File: src/rtl/mul_issue_sched.sv
// Issue queue for the pipelined multiply unit: captures operands from the CDB and
// issues the oldest ready uop (by ROB distance from head) over a valid/ready handshake.
package rv32i_types;
  localparam int ARCH_REG_IDX    = 4;
  localparam int PHYS_REG_IDX    = 5;
  localparam int NUM_ROB_ENTRIES = 32;
endpackage

module mul_issue_sched
  import rv32i_types::*;
#(
  parameter int NUM_ENTRIES = 4,
  parameter int XLEN        = 32
) (
  input  logic                               clk,
  input  logic                               rst,
  input  logic                               flush,
  input  logic [$clog2(NUM_ROB_ENTRIES)-1:0] rob_head,
  input  logic                               disp_valid,
  output logic                               disp_ready,
  input  logic [2:0]                         disp_sub_op,
  input  logic [PHYS_REG_IDX:0]              disp_ps1,
  input  logic [PHYS_REG_IDX:0]              disp_ps2,
  input  logic                               disp_ps1_rdy,
  input  logic                               disp_ps2_rdy,
  input  logic [XLEN-1:0]                    disp_v1,
  input  logic [XLEN-1:0]                    disp_v2,
  input  logic [ARCH_REG_IDX:0]              disp_rd,
  input  logic [PHYS_REG_IDX:0]              disp_pd,
  input  logic [$clog2(NUM_ROB_ENTRIES)-1:0] disp_rob_idx,
  input  logic                               disp_dest_we,
  input  logic                               cdb_valid,
  input  logic [PHYS_REG_IDX:0]              cdb_pd,
  input  logic [XLEN-1:0]                    cdb_value,
  output logic                               iss_valid,
  input  logic                               iss_ready,
  output logic [XLEN-1:0]                    iss_op_a,
  output logic [XLEN-1:0]                    iss_op_b,
  output logic [2:0]                         iss_sub_op,
  output logic [ARCH_REG_IDX:0]              iss_rd,
  output logic [PHYS_REG_IDX:0]              iss_pd,
  output logic [$clog2(NUM_ROB_ENTRIES)-1:0] iss_rob_idx,
  output logic                               iss_dest_we,
  output logic [$clog2(NUM_ENTRIES):0]       free_count
);

  localparam int ROB_W = $clog2(NUM_ROB_ENTRIES);
  localparam int IDX_W = $clog2(NUM_ENTRIES);
  localparam int CNT_W = IDX_W + 1;

  typedef struct packed {
    logic                    valid;
    logic [2:0]              sub_op;
    logic [PHYS_REG_IDX:0]   s1_tag;
    logic                    s1_rdy;
    logic [XLEN-1:0]         s1_val;
    logic [PHYS_REG_IDX:0]   s2_tag;
    logic                    s2_rdy;
    logic [XLEN-1:0]         s2_val;
    logic [ARCH_REG_IDX:0]   rd;
    logic [PHYS_REG_IDX:0]   pd;
    logic [ROB_W-1:0]        rob_idx;
    logic                    dest_we;
  } entry_t;

  entry_t           ent [NUM_ENTRIES];
  logic             elig [NUM_ENTRIES];
  logic [ROB_W-1:0] age [NUM_ENTRIES];

  logic [IDX_W-1:0] alloc_idx;
  logic [IDX_W-1:0] sel_idx;
  logic [ROB_W-1:0] sel_age;
  logic             sel_found;
  logic [CNT_W-1:0] free_cnt;
  logic             disp_fire;
  logic             issue_fire;
  logic             disp_s1_hit;
  logic             disp_s2_hit;

  // Free-entry count and lowest-index free slot, both from registered state only.
  always_comb begin
    free_cnt  = '0;
    alloc_idx = '0;
    for (int i = NUM_ENTRIES - 1; i >= 0; i--) begin
      if (!ent[i].valid) begin
        free_cnt  = free_cnt + CNT_W'(1);
        alloc_idx = IDX_W'(i);
      end
    end
  end

  assign free_count = free_cnt;
  assign disp_ready = (free_cnt != '0) && !flush;
  assign disp_fire  = disp_valid && disp_ready;

  // A dispatched operand that is not ready can still catch a broadcast in flight this cycle.
  assign disp_s1_hit = cdb_valid && !disp_ps1_rdy && (disp_ps1 == cdb_pd);
  assign disp_s2_hit = cdb_valid && !disp_ps2_rdy && (disp_ps2 == cdb_pd);

  // Oldest-first select; strict less-than keeps ties on the lowest index.
  always_comb begin
    sel_found = 1'b0;
    sel_idx   = '0;
    sel_age   = '0;
    for (int i = 0; i < NUM_ENTRIES; i++) begin
      if (elig[i] && (!sel_found || (age[i] < sel_age))) begin
        sel_found = 1'b1;
        sel_idx   = IDX_W'(i);
        sel_age   = age[i];
      end
    end
  end

  assign iss_valid  = sel_found && !flush;
  assign issue_fire = iss_valid && iss_ready;

  always_comb begin
    iss_op_a    = '0;
    iss_op_b    = '0;
    iss_sub_op  = '0;
    iss_rd      = '0;
    iss_pd      = '0;
    iss_rob_idx = '0;
    iss_dest_we = 1'b0;
    if (iss_valid) begin
      iss_op_a    = ent[sel_idx].s1_val;
      iss_op_b    = ent[sel_idx].s2_val;
      iss_sub_op  = ent[sel_idx].sub_op;
      iss_rd      = ent[sel_idx].rd;
      iss_pd      = ent[sel_idx].pd;
      iss_rob_idx = ent[sel_idx].rob_idx;
      iss_dest_we = ent[sel_idx].dest_we;
    end
  end

  genvar gi;
  generate
    for (gi = 0; gi < NUM_ENTRIES; gi++) begin : g_entry
      entry_t ent_reg;
      entry_t ent_next;
      logic   s1_wake;
      logic   s2_wake;

      assign s1_wake = cdb_valid && !ent_reg.s1_rdy && (ent_reg.s1_tag == cdb_pd);
      assign s2_wake = cdb_valid && !ent_reg.s2_rdy && (ent_reg.s2_tag == cdb_pd);

      always_comb begin
        ent_next = ent_reg;
        if (flush) begin
          ent_next.valid = 1'b0;
        end else if (disp_fire && (alloc_idx == IDX_W'(gi))) begin
          ent_next.valid   = 1'b1;
          ent_next.sub_op  = disp_sub_op;
          ent_next.s1_tag  = disp_ps1;
          ent_next.s1_rdy  = disp_ps1_rdy || disp_s1_hit;
          ent_next.s1_val  = disp_s1_hit ? cdb_value : disp_v1;
          ent_next.s2_tag  = disp_ps2;
          ent_next.s2_rdy  = disp_ps2_rdy || disp_s2_hit;
          ent_next.s2_val  = disp_s2_hit ? cdb_value : disp_v2;
          ent_next.rd      = disp_rd;
          ent_next.pd      = disp_pd;
          ent_next.rob_idx = disp_rob_idx;
          ent_next.dest_we = disp_dest_we;
        end else if (ent_reg.valid) begin
          if (s1_wake) begin
            ent_next.s1_rdy = 1'b1;
            ent_next.s1_val = cdb_value;
          end
          if (s2_wake) begin
            ent_next.s2_rdy = 1'b1;
            ent_next.s2_val = cdb_value;
          end
          if (issue_fire && (sel_idx == IDX_W'(gi))) begin
            ent_next.valid = 1'b0;
          end
        end
      end

      always_ff @(posedge clk) begin
        if (rst) begin
          ent_reg <= '0;
        end else begin
          ent_reg <= ent_next;
        end
      end

      assign ent[gi]  = ent_reg;
      assign elig[gi] = ent_reg.valid && ent_reg.s1_rdy && ent_reg.s2_rdy;
      assign age[gi]  = ent_reg.rob_idx - rob_head;
    end
  endgenerate

endmodule

File: config.mk
export PLATFORM = sky130hd
export DESIGN_NAME = mul_issue_sched
export DESIGN_NICKNAME = d
export VERILOG_FILES = /design/src/rtl/mul_issue_sched.sv
export SDC_FILE = /design/constraint.sdc
export NUM_CORES = 1
export LEC_CHECK = 0
export ABC_AREA = 1
export ABC_CLOCK_PERIOD_IN_PS = 13500
export CAP_MARGIN = 20
export CORE_UTILIZATION = 60
export CTS_CLUSTER_DIAMETER = 200
export DETAILED_ROUTE_END_ITERATION = 10
export DONT_BUFFER_PORTS = 1
export PLACE_DENSITY = 0.8
export SETUP_SLACK_MARGIN = 0.2
export SLEW_MARGIN = 40
export SYNTH_ARGS = -nofsm -noshare
export SYNTH_HDL_FRONTEND = slang
export SYNTH_SLANG_ARGS = --single-unit
File: constraint.sdc
create_clock -name clk -period 13.5 [get_ports clk]
set_clock_uncertainty 0.1 [all_clocks]
set_input_delay 0.675 -clock clk [delete_from_list [all_inputs] [get_ports clk]]
set_output_delay 0.675 -clock clk [all_outputs]
set_load 0.01 [all_outputs]
# Word level (Yosys, flattened, before mapping)
# Cells that the tools add are included.
[classes]
n_addsub = 7
n_lt_le_gt_ge = 4
n_eq_ne = 16
muxes = 66
bitwise_logic = 2
reduce_logical = 90
[op_table]
columns = ["operator", "count"]
rows = [
  ["2-to-1 mux 33 bit", 24],
  ["binary-select mux 99 bit (select 2 bit)", 1],
  ["2-to-1 mux 98 bit", 2],
  ["2-to-1 mux 32 bit", 4],
  ["equality test 6 bit", 10],
  ["logical AND 1 bit", 43],
  ["2-to-1 mux 5 bit", 5],
  ["AND reduction 3 bit", 8],
  ["nonzero test 2 bit", 12],
  ["subtractor 5 bit", 4],
  ["2-to-1 mux 1 bit", 19],
  ["< comparator 5 bit", 3],
  ["logical NOT 1 bit", 14],
  ["2-to-1 mux 2 bit", 6],
  ["2-to-1 mux 3 bit", 4],
  ["adder 3 x 1 -> 3 bit (second input constant)", 3],
  ["equality test 2 bit (second input constant)", 4],
  ["AND reduction 2 bit", 4],
  ["2-to-1 mux 6 bit", 1],
  ["logical OR 1 bit", 5],
  ["equality test 2 x 1 -> 1 bit (second input constant)", 2],
  ["logical NOT 2 bit", 2],
  ["greater-or-equal comparator 3 bit (second input constant)", 1],
  ["inverter 2 -> 3 bit", 1],
  ["3 further kinds", 3],
]
[totals]
reg_bits = 396
inputBits = 147
output_inout_bits = 89
elab_cells = 233

# Depth between registers and ports, before layout
[depth]
word_depth = 21
depth_mapped = 40
mapped_depth_nobuf = 38

# Least setup slack after synthesis
# Ideal clock, no wire load.
[synth_path]
path_type = "input to output"
start = "in rob_head[1]"
end = "out iss_op_a[0]"
t_arrival_ps = 5217
t_required_ps = 12725
slack_ps = 7508
stages = 35
path_buffers = 2
cell_sequence = "inv_1 fa_1 nand2_1 nand2_1 a21oi_1 xor2_1 nand2_1 ha_1 a21o_1 nor2_1 nand2_1 nand2_2 nand2_4 o21ai_0 ha_1 a21oi_1 nor2_1 a211oi_1 nand2_1 nand2_2 nand2_4 nand2_1 o21ai_0 ha_1 a21oi_1 nor2_1 a211oi_1 nand2_1 a21boi_2 buf_4 buf_6 nand2_1 nand2_1 nor2_1 nor2_1"
[synth_between]
elab_chain_cells = 19
elab_cells_between_ends = 30
cone_classes = "add/sub: 4; order compare: 3; mux: 13; bitwise: 1; reduce/logical: 9"
[synth_rtl]
columns = ["item", "line_no", "source"]
rows = [
  ["start, declared", "18", "input logic [$clog2(NUM_ROB_ENTRIES)-1:0] rob_head,"],
  ["subtractor 5 bit", "189", "assign age[gi] = ent_reg.rob_idx - rob_head;"],
  ["2-to-1 mux 5 bit", "106", "if (elig[i] && (!sel_found || (age[i] < sel_age))) begin"],
  ["< comparator 5 bit", "106", ""],
  ["logical OR 1 bit", "106", ""],
  ["logical AND 1 bit", "106", ""],
  ["2-to-1 mux 5 bit or 2-to-1 mux 1 bit (tied branches)", "106", ""],
  ["< comparator 5 bit or logical NOT 1 bit (tied branches)", "106", ""],
  ["logical OR 1 bit", "106", ""],
  ["[... 2 more ...]", "--", ""],
  ["< comparator 5 bit or logical NOT 1 bit (tied branches)", "106", ""],
  ["logical OR 1 bit", "106", ""],
  ["logical AND 1 bit", "106", ""],
  ["2-to-1 mux 2 bit", "106", ""],
  ["inverter 2 -> 3 bit (implied by the code)", "126", "iss_op_a = ent[sel_idx].s1_val;"],
  ["binary-select mux 99 bit (select 2 bit)", "126", ""],
  ["2-to-1 mux 98 bit (2 in a row)", "--", ""],
  ["2-to-1 mux 32 bit *", "125", "if (iss_valid) begin"],
  ["end, declared", "37", "output logic [XLEN-1:0] iss_op_a,"],
]
# Every way passes the cells marked *; elsewhere a longest branch is shown, timed or not. The select of a mux whose other input is x is not followed.

# Worst setup path after layout
[layout_path]
start = "reg g_entry[0].ent_reg, in the netlist ent[298]"
end = "out iss_op_a[0]"
[layout_between]
elab_chain_cells = 19
elab_cells_between_ends = 27
cone_classes = "add/sub: 1; order compare: 3; mux: 13; bitwise: 1; reduce/logical: 9"
[layout_rtl]
columns = ["item", "line_no", "source"]
rows = [
  ["start, declared", "139", "entry_t ent_reg;"],
  ["start signal, assigned", "183", "ent_reg <= ent_next;"],
  ["subtractor 5 bit *", "189", ""],
  ["2-to-1 mux 5 bit *", "106", ""],
  ["< comparator 5 bit", "106", ""],
  ["logical OR 1 bit", "106", ""],
  ["logical AND 1 bit", "106", ""],
  ["2-to-1 mux 5 bit or 2-to-1 mux 1 bit (tied branches)", "106", ""],
  ["< comparator 5 bit or logical NOT 1 bit (tied branches)", "106", ""],
  ["logical OR 1 bit", "106", ""],
  ["[... 2 more ...]", "--", ""],
  ["< comparator 5 bit or logical NOT 1 bit (tied branches)", "106", ""],
  ["logical OR 1 bit", "106", ""],
  ["logical AND 1 bit", "106", ""],
  ["2-to-1 mux 2 bit", "106", ""],
  ["inverter 2 -> 3 bit (implied by the code)", "126", ""],
  ["binary-select mux 99 bit (select 2 bit)", "126", ""],
  ["2-to-1 mux 98 bit (2 in a row)", "--", ""],
  ["2-to-1 mux 32 bit *", "125", ""],
]
# Marks and branches as above.

==> key figures <==
Drt
  – Via density: 6.332
  – Vias: 23.20k
  – Total wire length: 75.63 mm
  – Residual DRC: 0
  – Pre-antenna DRT Iters: 6
  – Final ANT Viol Nets: 0
  – WL/cell: 20.64 um
  – Initial DRC Count: 2563

Power and ir drop
  – Leak Pwr: 9.706 nW
  – PD cells: 116.0 mW/mm^2
  – Peak supply drop: 0.0001078 V

Synthesis
  – Post-synth top area cell: dfxtp_1
  – EDFF count, synth: 0
  – Post-Syn Area: 0.02153 sq mm
  – Yosys top cell area share: 0.3683
  – Synthesized net count: 3526
  – Gate Count Post-Synth: 3343
  – Synth area leaders: dfxtp_1 (37%), o21ai_0 (12%), nand2_1 (11%)
  – Post-synth top cells: nand2_1 (605), nor2_1 (601), o21ai_0 (533)
  – Top-count cell post-synth: nand2_1
  – Synth warn: 0
  – Library cells used by synthesis: 43
  – Post-synthesis sequential area ratio: 0.3683
  – Share of synthesized registers carrying an async set or reset: 0
  – Mapped Avg Cell Area: 6.439 sq um
  – Register bit total from synthesis: 396
  – Ys flop type: dfxtp_1

Timing
  – Max_slew headroom: 0.4463
  – Tmin final: 8.062 ns
  – RSZ-0062 raised after global routing: false
  – Final Max Tran Viols: 0
  – # setup viols final: 0
  – Achievable frequency: 0.1240 GHz
  – Final hold viol count: 0
  – Period utilization: 0.5972
  – WHS: 0.06240 ns
  – Slew of the pin with the lowest slew margin: 0.8306 ns
  – TNS Setup: 0 ns

Floorplanning
  – Die footprint: 0.03664 sq mm
  – Die X: 191.4 um
  – Effective utilization at floorplan: 0.6081
  – Core Area: 0.03540 sq mm
  – Rows: 69
  – Top Ports: 236
  – Die Y: 191.4 um

Setup path
  – Critical Path RT: 12.73 ns
  – Reg2reg path depth: 36
  – Slowest CP cell: buf_4
  – R2r startpoint: ent[298]$_SDFFE_PP0P_
  – Worst r2r dst: ent[98]$_SDFF_PP0_
  – CP most frequent cell: nand2_1
  – Crit-path max cell delay: 0.61 ns
  – CP startpoint kind: flop
  – R2r setup slk: 6.95 ns
  – CP max FO: 49
  – CP Class: reg -> out
  – Critical path arrival: 7.29 ns
  – Worst Setup End Kind: output pin

Final layout
  – Fill cells: 3352
  – # nets final: 3349
  – Area growth syn-to-layout: 6.638%
  – Fraction of layout cells with a size suffix above 1: 0.04528
  – Largest register FFs: 396

Global route
  – Total grt overflow: 0
  – Initial antenna violation count: 0
  – First-pass GRT wire length: 117.1 mm
  – Gr usage total: 0.4078
  – Largest net degree at the start of global routing: 160
  – Vias in the first global route: 21.86k

Worst hold path
  – Hold path startpoint: rst
  – Hold path depth: 1
  – Hold Crit Class: in -> reg
  – Worst Hold End: ent[97]$_SDFFE_PP0P_

Run
  – Number of max-cap violations: 0

Clock tree
  – Skew-Pair Late Insertion Delay: 0.58 ns
  – CTS clock-pin slew for the worst setup and hold paths: 0.06 ns
  – CTS tree: built
  – Post-CTS Setup Inserts: 0
  – Maximum clock path buffer count: 3
  – Cts repair resizes: 0
  – H-Tree Depth: 2
  – CTS Hold Bufs: 0
  – CTS root buf: clkbuf_16
  – TritonCTS Buffers: 44
  – Clock Sinks: 396

Place
  – DP Wirelength: 44.61 mm
  – Port Buffers: 0
  – GPL Wtd Cong: 0.9763

Outcome
  – Run status: complete, no violations
## power breakdown
part	leakage, nW	switching, mW	internal [mW]
combinational	5.78	0.150	0.0732
sequential	3.21	0.0145	1.19
clock	0.722	0.513	0.717
## layout make-up
cell class                      count  area, sq um  share of cell area
Sequential cell                   396         7928              0.3454
Multi-Input combinational cell   2505        11930              0.5196
Inverter                          180        686.9             0.02992
Timing Repair Buffer               39        360.3             0.01570
Clock buffer                       70         1370             0.05969
Antenna cell                        1        2.502           0.0001090
Clock inverter                     12        103.9            0.004524
Tap cell                          461        576.8             0.02513
## through the flow
stage                     total power [mW]  worst slack (ns)  std cells  cell area (sq um)    util
final                                2.662             5.438       3664              22950  0.6485
after global routing                 2.737             4.922       3663              22950  0.6484
after CTS                            2.655             5.606       3662              22910  0.6474
after detailed placement             1.448             5.836       3580              21440  0.6057
after global placement               1.444             5.342       3576              21370  0.6037
after floorplan                      1.394             7.508       3343              21530       -
## cell families after synthesis
| family | after synthesis | share of synthesized area |
|---|---|---|
| compound gates | 847 | 0.2080 |
| xor+xnor | 33 | 0.01378 |
| fa+ha+maj | 36 | 0.02232 |
| buf+inv | 442 | 0.08335 |
| flops | 396 | 0.3683 |
| mux | 14 | 0.006510 |
| simple gates | 1575 | 0.2977 |
## placed cells by master (no fill, tap or decap), types with 3 or more instances in the layout
cell type,count
nand2_1,600
nor2_1,599
o21ai_0,533
dfxtp_1,396
nand3_1,350
inv_1,168
a21oi_1,162
a31oi_1,68
clkbuf_16,45
o21ai_1,36
ha_1,32
buf_4,27
xor2_1,26
clkbuf_8,16
mux2i_1,14
o22ai_1,12
clkbuf_1,10
a221oi_1,8
buf_6,7
xnor2_1,6
clkinv_2,6
inv_2,5
nand2_4,5
nand2_2,4
nor3_1,4
clkinv_1,4
fa_1,4
nor2_4,3
a211oi_1,3
o221ai_1,3
o2111ai_1,3
o41ai_1,3
o211ai_1,3
nand4_1,3
o221a_2,3
inv_6,3
clkinvlp_4,3
buf_8,3
## critical path: cells and delay by family, from the launching register on
| kind | cells | cell delay, ns |
|---|---|---|
| adder cells (fa/ha/maj) | 5 | 1.46 |
| AND/OR/NAND/NOR | 18 | 1.87 |
| XOR/XNOR | 1 | 0.16 |
| flip-flops | 1 | 0.31 |
| AO/OA/AOI/OAI | 9 | 1.85 |
| buffers and inverters | 4 | 1.00 |
## worst max path at each step
stage                          startpoint      endpoint  slack, ns  cells after the start
floorplan                     rob_head[1]   iss_op_a[0]       7.51                     35
global placement              rob_head[1]   iss_op_a[0]       5.34                     34
detailed placement            rob_head[1]   iss_op_a[0]       5.84                     35
CTS                 ent[298]$_SDFFE_PP0P_   iss_op_a[0]       5.61                     37
global route        ent[298]$_SDFFE_PP0P_  iss_op_b[10]       4.92                     37
finish              ent[298]$_SDFFE_PP0P_   iss_op_a[0]       5.44                     37
## metal layers
layer | track usage | share of wire | vias up
met5 | 0 | 0 | -
met4 | 0.2216 | 0.050 | 0
met3 | 0.07876 | 0.11 | 305
met2 | 0.6548 | 0.45 | 1460
met1 | 0.5146 | 0.39 | 10700
li1 | - | - | 10740
Power figures use the tool's default switching activity.
